<file path="src/rtl/time_pkg.sv">
`default_nettype none
// +----------------------------------------------------------------------+
// | Module  : time_pkg                                                   |
// | Brief   : Digit limits and BCD field widths for the clock core.      |
// | Revision: 1.0 - initial release                                      |
// +----------------------------------------------------------------------+
package time_pkg;

    localparam int SEC_MAX_TENS = 5;
    localparam int MIN_MAX_TENS = 5;
    localparam int HR_MAX_TENS  = 2;
    localparam int HR_WRAP_ONES = 3;
    localparam int ONES_MAX     = 9;

    localparam int ONES_W     = 4;
    localparam int SEC_TENS_W = 3;
    localparam int MIN_TENS_W = 3;
    localparam int HR_TENS_W  = 2;

    // Modulus of each two-digit field, derived from its top legal value.
    localparam int SEC_WRAP = (SEC_MAX_TENS + 1) * 10;
    localparam int MIN_WRAP = (MIN_MAX_TENS + 1) * 10;
    localparam int HR_WRAP  = HR_MAX_TENS * 10 + HR_WRAP_ONES + 1;

endpackage
`default_nettype wire

</file>
<file path="src/rtl/time_keeper_if.sv">
`default_nettype none
// +----------------------------------------------------------------------+
// | Module  : time_keeper_if                                             |
// | Brief   : Control pulses in, BCD digits and strobes out.             |
// | Revision: 1.0 - initial release                                      |
// +----------------------------------------------------------------------+
interface time_keeper_if import time_pkg::*; ();

    logic                  run;
    logic                  set_minutes;
    logic                  set_hours;
    logic [HR_TENS_W-1:0]  hr_tens;
    logic [ONES_W-1:0]     hr_ones;
    logic [MIN_TENS_W-1:0] min_tens;
    logic [ONES_W-1:0]     min_ones;
    logic [SEC_TENS_W-1:0] sec_tens;
    logic [ONES_W-1:0]     sec_ones;
    logic                  sec_strobe;
    logic                  day_wrap;

    modport master (
        output run, set_minutes, set_hours,
        input  hr_tens, hr_ones, min_tens, min_ones, sec_tens, sec_ones,
        input  sec_strobe, day_wrap
    );

    modport slave (
        input  run, set_minutes, set_hours,
        output hr_tens, hr_ones, min_tens, min_ones, sec_tens, sec_ones,
        output sec_strobe, day_wrap
    );

endinterface
`default_nettype wire

</file>
<file path="src/rtl/bcd_mod_counter.sv">
`default_nettype none
// +----------------------------------------------------------------------+
// | Module  : bcd_mod_counter                                            |
// | Brief   : Two-digit BCD counter wrapping at WRAP, with carry out.    |
// | Revision: 1.0 - initial release                                      |
// +----------------------------------------------------------------------+
module bcd_mod_counter import time_pkg::*; #(
    parameter int WRAP   = 60,
    parameter int TENS_W = 3
) (
    input  wire logic              clk,
    input  wire logic              rst_n,
    input  wire logic              inc,
    input  wire logic              clr,
    output logic [TENS_W-1:0]      tens,
    output logic [ONES_W-1:0]      ones,
    output logic                   carry_out
);

    localparam int MAX_TENS = (WRAP - 1) / 10;
    localparam int MAX_ONES = (WRAP - 1) % 10;

    localparam logic [TENS_W-1:0] c_max_tens = TENS_W'(MAX_TENS);
    localparam logic [ONES_W-1:0] c_max_ones = ONES_W'(MAX_ONES);
    localparam logic [ONES_W-1:0] c_ones_max = ONES_W'(ONES_MAX);

    logic [TENS_W-1:0] tens_q, tens_d;
    logic [ONES_W-1:0] ones_q, ones_d;
    logic              w_valid;
    logic              w_at_max;

    always_comb begin
        w_valid  = (ones_q <= c_ones_max) && (tens_q <= c_max_tens) &&
                   !((tens_q == c_max_tens) && (ones_q > c_max_ones));
        w_at_max = (tens_q == c_max_tens) && (ones_q == c_max_ones);
    end

    always_comb begin
        tens_d    = tens_q;
        ones_d    = ones_q;
        carry_out = 1'b0;
        if (clr) begin
            tens_d = '0;
            ones_d = '0;
        end else if (inc) begin
            // A corrupted field recovers to zero on its next update, without carry.
            if (!w_valid) begin
                tens_d = '0;
                ones_d = '0;
            end else if (w_at_max) begin
                tens_d    = '0;
                ones_d    = '0;
                carry_out = 1'b1;
            end else if (ones_q == c_ones_max) begin
                tens_d = tens_q + TENS_W'(1);
                ones_d = '0;
            end else begin
                ones_d = ones_q + ONES_W'(1);
            end
        end
    end

    always_ff @(posedge clk) begin
        if (!rst_n) begin
            tens_q <= '0;
            ones_q <= '0;
        end else begin
            tens_q <= tens_d;
            ones_q <= ones_d;
        end
    end

    assign tens = tens_q;
    assign ones = ones_q;

endmodule
`default_nettype wire

</file>
<file path="src/rtl/time_keeper.sv">
`default_nettype none
// +----------------------------------------------------------------------+
// | Module  : time_keeper                                                |
// | Brief   : 1 Hz prescaler plus tick/set arbitration for HH:MM:SS.     |
// | Revision: 1.0 - initial release                                      |
// +----------------------------------------------------------------------+
module time_keeper import time_pkg::*; #(
    parameter int CLK_HZ     = 100_000_000,
    parameter int PRESCALE_W = 27
) (
    input  wire logic     master_clk,
    input  wire logic     rst_n,
    time_keeper_if.slave  bus
);

    localparam logic [PRESCALE_W-1:0] c_tick_last = PRESCALE_W'(CLK_HZ - 1);

    logic [PRESCALE_W-1:0] presc_q, presc_d;
    logic                  sec_strobe_q, sec_strobe_d;
    logic                  day_wrap_q, day_wrap_d;

    logic w_tick;
    logic w_set_any;
    logic w_tick_upd;
    logic w_sec_inc, w_min_inc, w_hr_inc;
    logic w_sec_carry, w_min_carry, w_hr_carry;

    logic [SEC_TENS_W-1:0] w_sec_tens;
    logic [ONES_W-1:0]     w_sec_ones;
    logic [MIN_TENS_W-1:0] w_min_tens;
    logic [ONES_W-1:0]     w_min_ones;
    logic [HR_TENS_W-1:0]  w_hr_tens;
    logic [ONES_W-1:0]     w_hr_ones;

    // A set pulse always beats a coincident tick; the tick is simply lost.
    always_comb begin
        w_tick     = bus.run && (presc_q == c_tick_last);
        w_set_any  = bus.set_minutes || bus.set_hours;
        w_tick_upd = w_tick && !w_set_any;

        presc_d = presc_q;
        if (w_set_any) begin
            presc_d = '0;
        end else if (bus.run) begin
            presc_d = w_tick ? '0 : presc_q + PRESCALE_W'(1);
        end

        w_sec_inc = w_tick_upd;
        w_min_inc = bus.set_minutes || (w_tick_upd && w_sec_carry);
        w_hr_inc  = bus.set_hours || (w_tick_upd && w_sec_carry && w_min_carry);

        sec_strobe_d = w_tick_upd;
        day_wrap_d   = w_tick_upd && w_sec_carry && w_min_carry && w_hr_carry;
    end

    always_ff @(posedge master_clk) begin
        if (!rst_n) begin
            presc_q      <= '0;
            sec_strobe_q <= 1'b0;
            day_wrap_q   <= 1'b0;
        end else begin
            presc_q      <= presc_d;
            sec_strobe_q <= sec_strobe_d;
            day_wrap_q   <= day_wrap_d;
        end
    end

    bcd_mod_counter #(.WRAP(SEC_WRAP), .TENS_W(SEC_TENS_W)) u_sec (
        .clk       (master_clk),
        .rst_n     (rst_n),
        .inc       (w_sec_inc),
        .clr       (w_set_any),
        .tens      (w_sec_tens),
        .ones      (w_sec_ones),
        .carry_out (w_sec_carry)
    );

    bcd_mod_counter #(.WRAP(MIN_WRAP), .TENS_W(MIN_TENS_W)) u_min (
        .clk       (master_clk),
        .rst_n     (rst_n),
        .inc       (w_min_inc),
        .clr       (1'b0),
        .tens      (w_min_tens),
        .ones      (w_min_ones),
        .carry_out (w_min_carry)
    );

    bcd_mod_counter #(.WRAP(HR_WRAP), .TENS_W(HR_TENS_W)) u_hr (
        .clk       (master_clk),
        .rst_n     (rst_n),
        .inc       (w_hr_inc),
        .clr       (1'b0),
        .tens      (w_hr_tens),
        .ones      (w_hr_ones),
        .carry_out (w_hr_carry)
    );

    assign bus.sec_tens   = w_sec_tens;
    assign bus.sec_ones   = w_sec_ones;
    assign bus.min_tens   = w_min_tens;
    assign bus.min_ones   = w_min_ones;
    assign bus.hr_tens    = w_hr_tens;
    assign bus.hr_ones    = w_hr_ones;
    assign bus.sec_strobe = sec_strobe_q;
    assign bus.day_wrap   = day_wrap_q;

endmodule
`default_nettype wire

</file>
<file path="src/flat_wrapper.sv">
// flat-port wrapper written by rule: the top's interface ports become plain ports
module time_keeper_flat import time_pkg::*;
#(
    parameter int CLK_HZ     = 100_000_000,
    parameter int PRESCALE_W = 27
)
  (master_clk, rst_n, bus_run, bus_set_minutes, bus_set_hours, bus_hr_tens, bus_hr_ones, bus_min_tens, bus_min_ones, bus_sec_tens, bus_sec_ones, bus_sec_strobe, bus_day_wrap);
  time_keeper_if bus_i ();
  input  wire logic master_clk;
  input  wire logic rst_n;
  input wire logic [$bits(bus_i.run)-1:0] bus_run;
  input wire logic [$bits(bus_i.set_minutes)-1:0] bus_set_minutes;
  input wire logic [$bits(bus_i.set_hours)-1:0] bus_set_hours;
  output wire logic [$bits(bus_i.hr_tens)-1:0] bus_hr_tens;
  output wire logic [$bits(bus_i.hr_ones)-1:0] bus_hr_ones;
  output wire logic [$bits(bus_i.min_tens)-1:0] bus_min_tens;
  output wire logic [$bits(bus_i.min_ones)-1:0] bus_min_ones;
  output wire logic [$bits(bus_i.sec_tens)-1:0] bus_sec_tens;
  output wire logic [$bits(bus_i.sec_ones)-1:0] bus_sec_ones;
  output wire logic [$bits(bus_i.sec_strobe)-1:0] bus_sec_strobe;
  output wire logic [$bits(bus_i.day_wrap)-1:0] bus_day_wrap;
  assign bus_i.run = bus_run;
  assign bus_i.set_minutes = bus_set_minutes;
  assign bus_i.set_hours = bus_set_hours;
  assign bus_hr_tens = bus_i.hr_tens;
  assign bus_hr_ones = bus_i.hr_ones;
  assign bus_min_tens = bus_i.min_tens;
  assign bus_min_ones = bus_i.min_ones;
  assign bus_sec_tens = bus_i.sec_tens;
  assign bus_sec_ones = bus_i.sec_ones;
  assign bus_sec_strobe = bus_i.sec_strobe;
  assign bus_day_wrap = bus_i.day_wrap;
  time_keeper #(.CLK_HZ(CLK_HZ), .PRESCALE_W(PRESCALE_W)) u_core (.master_clk(master_clk), .rst_n(rst_n), .bus(bus_i));
endmodule
</file>
<file path="config.mk">
export PLATFORM = sky130hd
export DESIGN_NAME = time_keeper_flat
export DESIGN_NICKNAME = d
export VERILOG_FILES = /design/src/rtl/time_pkg.sv /design/src/rtl/time_keeper_if.sv /design/src/rtl/bcd_mod_counter.sv /design/src/rtl/time_keeper.sv /design/src/flat_wrapper.sv
export SDC_FILE = /design/constraint.sdc
export NUM_CORES = 1
export LEC_CHECK = 0
export CAP_MARGIN = 20
export CORE_ASPECT_RATIO = 0.7
export CORE_MARGIN = 4
export CORE_UTILIZATION = 56
export CTS_CLUSTER_DIAMETER = 30
export CTS_CLUSTER_SIZE = 10
export DETAILED_ROUTE_END_ITERATION = 12
export GPL_ROUTABILITY_DRIVEN = 0
export PLACE_DENSITY_LB_ADDON = 0.05
export SYNTH_ARGS = -nofsm -noshare
export SYNTH_HDL_FRONTEND = slang
export SYNTH_HIERARCHICAL = 1
export SYNTH_SLANG_ARGS = --single-unit
</file>
<file path="constraint.sdc">
create_clock -name master_clk -period 6.35 [get_ports master_clk]
set_input_delay 1.27 -clock master_clk [delete_from_list [all_inputs] [get_ports master_clk]]
set_output_delay 1.27 -clock master_clk [all_outputs]
set_load 0.01 [all_outputs]
</file>
# [Yosys cells after proc, flatten, opt, wreduce, memory -nomap -nowiden]
# Cells that the tools add are included.
[classes] add_sub_neg=7 mul=0 div_mod_pow=0 n_lt_le_gt_ge=9 n_eq_ne=11 shifts=0 n_mux=29 n_bitwise=1 reduce_logical=28
[ops] operator="4-bit two-way mux" count=9
[ops] operator="27-bit by 1-bit adder with 27-bit output (second input constant)" count=1
[ops] operator="27-bit equality test (second input constant)" count=1
[ops] operator="27-bit two-way mux" count=1
[ops] operator="3-bit two-way mux" count=6
[ops] operator="1-bit logical AND" count=17
[ops] operator="4-bit by 1-bit adder with 4-bit output (second input constant)" count=3
[ops] operator="4-bit equality test (second input constant)" count=3
[ops] operator="4-bit <= comparator (second input constant)" count=3
[ops] operator="1-bit two-way mux" count=10
[ops] operator="3-bit by 1-bit != test with 1-bit output (second input constant)" count=3
[ops] operator="4-bit greater-than comparator (second input constant)" count=2
[ops] operator="3-bit by 1-bit adder with 3-bit output (second input constant)" count=2
[ops] operator="3-bit equality test (second input constant)" count=2
[ops] operator="3-bit <= comparator (second input constant)" count=2
[ops] operator="2-bit two-way mux" count=3
[ops] operator="2-bit AND reduction" count=3
[ops] operator="4-bit by 2-bit equality test with 1-bit output (second input constant)" count=1
[ops] operator="4-bit by 2-bit greater-than comparator with 1-bit output (second input constant)" count=1
[ops] operator="1-bit zero test" count=4
[ops] operator="1-bit logical OR" count=3
[ops] operator="2-bit by 1-bit adder with 2-bit output (second input constant)" count=1
[ops] operator="2-bit equality test (second input constant)" count=1
[ops] operator="2-bit <= comparator (second input constant)" count=1
[ops] operator="other kinds (2)" count=2
[word_totals] ff_bits=49 latchBits=0 ram_bits=0 romBits=0 output_inout_bits=22 word_cells=94 memories=0

# [Depth between registers and ports, before layout]
[depth] word_depth=14 depth_mapped=16 depth_no_buf=16

# [By module]
# Netlist, hierarchy kept.
[modules_own_cells] module="time_keeper" n_inst=1 cells_each=153 area_per_inst_um2=1338.8
[modules_own_cells] module="bcd_mod_counter at u_core.u_min ..." n_inst=2 cells_each=50 area_per_inst_um2=455.4
[modules_own_cells] module="bcd_mod_counter at u_core.u_hr" n_inst=1 cells_each=46 area_per_inst_um2=414.1

# [Least setup slack after synthesis]
# Ideal clock, no wire load.
[synth_path] path_kind="input port to flip-flop" from="input port bus_run" to="register u_core.day_wrap_q (netlist: u_core/bus.day_wrap)" setup_ns=0.078 arrival_ns=4.792 required_time_ns=6.272 path_slack_ns=1.480 path_stages=15 path_cell_list="nand3_1 or3_4 or4_4 nor2_1 nand4_2 nor3_1 nand2_1 o21ai_0 nand4_2 nor3_1 a41o_1 nand3_1 nor4b_1 nand2_1 nor3_1"
[synth_between] elab_chain_cells=11
[synth_rtl] item="from (decl)" line_no="flat_wrapper.sv:11" text="input wire logic [$bits(bus_i.run)-1:0] bus_run;"
[synth_rtl] item="1-bit logical AND" line_no="time_keeper.sv:37" text="w_tick = bus.run && (presc_q == c_tick_last);"
[synth_rtl] item="1-bit logical AND" line_no="time_keeper.sv:39" text="w_tick_upd = w_tick && !w_set_any;"
[synth_rtl] item="named net u_core.sec_strobe_d" line_no="time_keeper.sv:19" text="logic sec_strobe_q, sec_strobe_d;"
[synth_rtl] item="1-bit two-way mux" line_no="bcd_mod_counter.sv:45" text="end else if (inc) begin"
[synth_rtl] item="1-bit two-way mux" line_no="bcd_mod_counter.sv:42" text="if (clr) begin"
[synth_rtl] item="named net u_core.w_sec_carry" line_no="time_keeper.sv:26" text="logic w_sec_carry, w_min_carry, w_hr_carry;"
[synth_rtl] item="1-bit logical AND" line_no="time_keeper.sv:49" text="w_min_inc = bus.set_minutes || (w_tick_upd && w_sec_carry);"
[synth_rtl] item="1-bit logical OR" line_no="time_keeper.sv:49"
[synth_rtl] item="named net u_core.w_min_inc" line_no="time_keeper.sv:25" text="logic w_sec_inc, w_min_inc, w_hr_inc;"
[synth_rtl] item="1-bit two-way mux" line_no="bcd_mod_counter.sv:45"
[synth_rtl] item="named net u_core.w_min_carry" line_no="time_keeper.sv:26"
[synth_rtl] item="1-bit logical AND" line_no="time_keeper.sv:50" text="w_hr_inc = bus.set_hours || (w_tick_upd && w_sec_carry && w_min_carry);"
[synth_rtl] item="1-bit logical OR" line_no="time_keeper.sv:50"
[synth_rtl] item="named net u_core.w_hr_inc" line_no="time_keeper.sv:25"
[synth_rtl] item="1-bit two-way mux" line_no="bcd_mod_counter.sv:45"
[synth_rtl] item="named net u_core.w_hr_carry" line_no="time_keeper.sv:26"
[synth_rtl] item="1-bit logical AND" line_no="time_keeper.sv:53" text="day_wrap_d = w_tick_upd && w_sec_carry && w_min_carry && w_hr_carry;"
[synth_rtl] item="to (signal assigned)" line_no="time_keeper.sv:64" text="day_wrap_q <= day_wrap_d;"
[synth_rtl] item="to (decl)" line_no="time_keeper.sv:20" text="logic day_wrap_q, day_wrap_d;"
# The timed path passes the listed nets, and every way through them passes these cells.
# A chain may end at the register's enable or synchronous reset.

# [Final worst setup path]
# Same ends and word-level chain as after synthesis.

==> results.cfg <==
[grt]
antenna_found_initial = 0
grt_pass1_vias = 2014
grt-ovfl-total = 0
track_usage = 0.1894
grt_max_degree = 24
grt_pass1_wl_mm = 9.301

[logic_synthesis]
async_flop_share = 0
ys_types = 58
synth_top_area_cell = dfxtp_1
synth-edff-count = 0
ys_seq_elements = 49
netlist_top_cells_area = dfxtp_1, xor2_1, nor2_1
netlist.area_leader.share = 0.3682
ys.flop_type = dfxtp_1
yosysWarnings = 6
synth_area_mm2 = 0.002664
yosysSeqAreaShare = 0.3682
synth_area_per_cell_um2 = 8.909
syn_inst = 299

[layout]
n_fill_cell = 374
area_growth_pct = 15.31
multi_input_area_mm2 = 0.001598
fin_cells = 386
final_common_cell = dfxtp_1
n_antenna_cell = 0
nets = 342
layout.area.seq_um2 = 980.9
final_cell_mix = dfxtp_1, nor2_1, nand2_1
layout-drive-gt1-share = 0.09668

[worst_setup_path]
critPathCaptureType = register
arrival_ps = 5690
crit_required_ps = 6580
worstPathMaxFanout = 8
crit_path_start_kind = input port
critical_path_class = input port to register

[die]
start_util = 0.5980
coreArea_mm2 = 0.004454
io-pin-count = 27
fp.dieArea_mm2 = 0.005942
die_x_um = 90.44
die_y_um = 65.71
row_count = 20

[routing]
first_pass_iters = 5
wirelength_mm = 5.278
routedWlPerCell_um = 13.67
drc = 0
num_vias = 2193
vias_per_cell = 5.681
drt_iter0_drc = 179
drtAntennaViolNets = 0

[sta]
fin_crit_sh = 0.8598
finalSetupViolCount = 0
slew_viol_final = 0
clock.fmax_mhz = 183.2
setup-tns-final_ps = 0
slew_headroom = 0.5761
period_minus_slack_ps = 5460
timing_hold_violations_final = 0
rsz0062_at_grt = false
skew_ps = 8.628
worstMarginPinSlew_ps = 630.6

[placed_design]
placed_cells = 378
port_buffers = 26
dp_hpwl_mm = 3.822

[clock_tree]
clk_latency_ps = 300
cts_root_buffer = clkbuf_8
cts_resized = 0
post_cts_buffers = 0
ctsHoldBuffers = 0
cts_tree = done
clkTransAtPathRegs_ps = 100
cts_buffers = 5
cts.sinks = 49
clock_path_buffers = 2
htree_levels = 2

[flow_run]
drv_cap = 0

[power]
leakage_nw = 1.023
powerDensity_mw_per_mm2 = 181.4
vdd_ir_drop_max_v = 0.00009916

[worst_hold_path]
holdCritPathClass = register to register

[outcome]
outcome = finished, final reports clean
==> where the power goes <==
part           switching [mW]  total, mW  internal [mW]
combinational          0.0125     0.0216        0.00908
sequential            0.00191      0.310          0.308
clock                   0.108      0.226          0.118
total                   0.122      0.557          0.435
==> area by class of cell <==
type                            instances  share of cell area
Timing Repair Buffer                   28             0.08961
Multi-Input combinational cell        237              0.5202
Sequential cell                        49              0.3193
Tap cell                               55             0.02240
Clock inverter                          3             0.01507
Clock buffer                            5             0.02240
Inverter                                9             0.01100
==> routing by layer <==
metal,wire [um],track usage
met5,0,0
met4,25,0.04771
met3,240,0.03890
met2,2165,0.2884
met1,2846,0.2736
==> through the flow <==
stage                     power [mW]  utilization  area, um^2  hold WS [ps]  setup WS [ps]
final                         0.5572       0.6896        3072         504.4          890.4
after global routing          0.5773       0.6896        3072         528.2          406.5
after CTS                     0.5625       0.6896        3072         507.2          919.9
after detailed placement      0.3385       0.6638        2957         494.3          589.1
after global placement        0.3384       0.6638        2957         483.4          825.6
after floorplan               0.3309            -        2679         462.1           1480
==> critical path, stage by stage <==
cell             delay [ps]
clkdlybuf4s50_1         580
nand3_1                 170
or3_4                   380
or4_4                   570
nor2_1                  410
nand4_2                 190
nor3_1                  270
nand2_1                 100
o21ai_0                 170
buf_4                   180
nand4_2                 130
nor3_1                  280
a41o_1                  350
nand3_1                 130
nor4b_1                 280
nand2_1                  80
nor3_1                  130
==> Yosys cell counts (all sizes together) (2+ instances only) <==
library cell	count
xnor2	7
nor3	4
nand2	28
or3	5
nor4b	2
nor2	40
o31ai	2
o22ai	7
and4	4
o21ba	2
o21a	2
a211o	2
nand2b	9
and3	3
nand3	16
buf	7
o22a	2
inv	9
mux2i	4
nand3b	5
or2b	2
nand4b	2
xor2	19
dfxtp	49
a21oi	12
a21boi	4
nor2b	2
o21ai	10
nand4	15
a31oi	2
nor4	3
ha	7
nor3b	2
==> worst paths after layout <==
path,depth (start not counted),slack (ps),to,startpoint
setup / recovery,17,890,u_core/bus.day_wrap,bus_run
hold / removal,2,500,u_core/presc_q[1],u_core/presc_q[1]
setup reg to reg,17,1890,u_core/bus.day_wrap,u_core/presc_q[0]
hold reg to reg,2,500,u_core/presc_q[1],u_core/presc_q[1]
==> cell families after synthesis <==
group	count (synthesis)	share of synthesized area
mux	4	0.01503
compound gates	49	0.1414
buf+inv	17	0.03757
xor+xnor	26	0.08549
fa+ha+maj	7	0.03288
flops	49	0.3682
other cells	1	0.001408
simple gates	146	0.3180
==> state kept, by name (all words and copies together), names as in the netlist <==
signal and flops:
u_core/presc_q 27, u_core/u_hr/ones 4, u_core/u_min/ones 4, u_core/u_sec/ones 4
u_core/u_min/tens 3, u_core/u_sec/tens 3, u_core/u_hr/tens 2, u_core/bus.day_wrap 1
u_core/bus.sec_strobe 1
Note: power is estimated with default switching activity, not from simulation.
==> patch, RTL diff (same settings) <==
`ONES_W`: 4 -> 6.
--- a/src/rtl/time_pkg.sv
+++ b/src/rtl/time_pkg.sv
@@ -12,7 +12,7 @@
     localparam int HR_WRAP_ONES = 3;
     localparam int ONES_MAX     = 9;
 
-    localparam int ONES_W     = 4;
+    localparam int ONES_W     = 6;
     localparam int SEC_TENS_W = 3;
     localparam int MIN_TENS_W = 3;
     localparam int HR_TENS_W  = 2;
Ports: changed (resized bus_hr_ones, bus_min_ones and bus_sec_ones); port bits go from 27 to 33. No check against the original RTL was run, so the function may have changed too.
==> patch against the original RTL <==
- power rose by 9.9%
- register-to-register slack got worse by 0.20 ns
- worst setup slack worse by 0.22 ns
- sequential cell count grew 6
- count of clock-buffer cells in the layout grew 1
- routed wire length is 15% higher
- area after synthesis increased by 12%
- final area grew 12%
- final cell count increased by 12%
- largest cell class unchanged
- highest routed layer unchanged
==> patch: results <==
{
  "worstPathMaxFanout": 13,
  "rr_startpoint": "u_core/presc_q[0]",
  "dp_slack_ns": 0.4603,
  "drc": 0,
  "placed_area_mm2": 0.003336,
  "r2r_setup_slack_ns": 1.69,
  "cpMaxStageDelayCell": "clkdlybuf4s50_1",
  "clkLatencyLatePin_ns": 0.30,
  "synth_common_cells": "55 x dfxtp_1, 36 x nor2_1, 26 x xor2_1",
  "status": "finished, final reports clean",
  "holdPathEnd": "u_core/presc_q[26]",
  "p_leak_uw": 0.001161,
  "worstPathArrival_ns": 5.91,
  "layout.nets": 382,
  "drive_gt1_frac": 0.1099,
  "fin_skew_ns": 0.006795,
  "reg2reg_to": "u_core/u_hr/ones[5]",
  "ys_types": 50,
  "wl_um": 6052,
  "synthAdderAreaFrac": 0.05892,
  "first_iter_violations": 114,
  "place_hpwl_um": 4436,
  "synthCells": 328,
  "grt_max_degree": 24,
  "p_switching_uw": 129.0,
  "ys_seq_area_frac": 0.3704,
  "area_growth_pct": 16.16,
  "synth_top_cells_by_area": "dfxtp_1 37%, xor2_1 7.7%, ha_1 5.9%, nor2_1 4.5%, nand4_1 3.8%",
  "finalNonFillerCells": 433,
  "grt_pass1_wl_um": 10290,
  "synth_xor_area_frac": 0.1090,
  "worstHoldStart": "u_core/presc_q[26]",
  "nFillCells": 409,
  "synth-compound-area-share": 0.06776,
  "firstDrtPassIters": 4,
  "synth_mux_area_frac": 0.02189,
  "root_buffer": "clkbuf_8",
  "async_flop_share": 0,
  "slowest_delay_ns": 0.60,
  "vias_per_cell": 5.409,
  "gr-usage-all-layers": 0.2011,
  "grt_pass1_vias": 2212,
  "hold-worst-slack_ns": 0.5108,
  "relSlewSlack": 0.5750,
  "largest-register": "u_core/presc_q",
  "rr_worst_depth": 18,
  "irDropWorstVdd_v": 0.0001116,
  "port_buffers": 32
}
-- patch: cell count changes in the layout (fill, tap and decap cells not counted), moves of 5 or more --
| cell | unedited run | this run |
|---|---|---|
| nand4_1 | 12 | 18 |
| inv_1 | 9 | 16 |
| xor2_1 | 19 | 26 |
| ha_1 | 7 | 14 |
| nor2_2 | 0 | 12 |
| o22ai_1 | 7 | 2 |
| dfxtp_1 | 49 | 55 |
| clkdlybuf4s50_1 | 26 | 32 |
-- patch: area by class of cell --
type | instances | share of cell area
clock buffers | 6 | 0.02391
clock inverters | 2 | 0.01014
inverters | 16 | 0.01739
multi-input cells | 250 | 0.5054
flip-flops and latches | 55 | 0.3188
well taps | 69 | 0.02500
repair buffers | 35 | 0.09928
-- patch: metal layers --
layer | vias up | wire, um | global-route usage
met3 | 4 | 251 | 0.04447
met5 | - | 0 | 0
met4 | 0 | 38 | 0.04856
li1 | 1208 | - | -
met2 | 44 | 2610 | 0.3217
met1 | 1086 | 3152 | 0.2771
-- patch: worst max path at each step --
stage | start | to | slack, ns | cells after the start
6_report | bus_run | u_core/u_hr/ones[5] | 0.67 | 18
5_1_grt | bus_run | u_core/bus.day_wrap | 0.33 | 18
4_1_cts | bus_run | u_core/u_hr/ones[5] | 0.72 | 18
3_5_place_dp | bus_run | u_core/u_hr/ones[5] | 0.46 | 18
3_3_place_gp | bus_run | u_core/u_hr/ones[5] | 0.65 | 18
2_1_floorplan | bus_run | u_core/bus.day_wrap | 1.64 | 18
-- patch: power groups by stage --
| stage | clock network, uW | logic, uW | registers [uW] |
|---|---|---|---|
| floorplan | 0 | 17.2 | 355 |
| global placement | 0 | 23.6 | 355 |
| detailed placement | 0 | 24.1 | 355 |
| CTS | 247 | 24.2 | 347 |
| global route | 261 | 26.8 | 348 |
| finish | 241 | 24.2 | 347 |
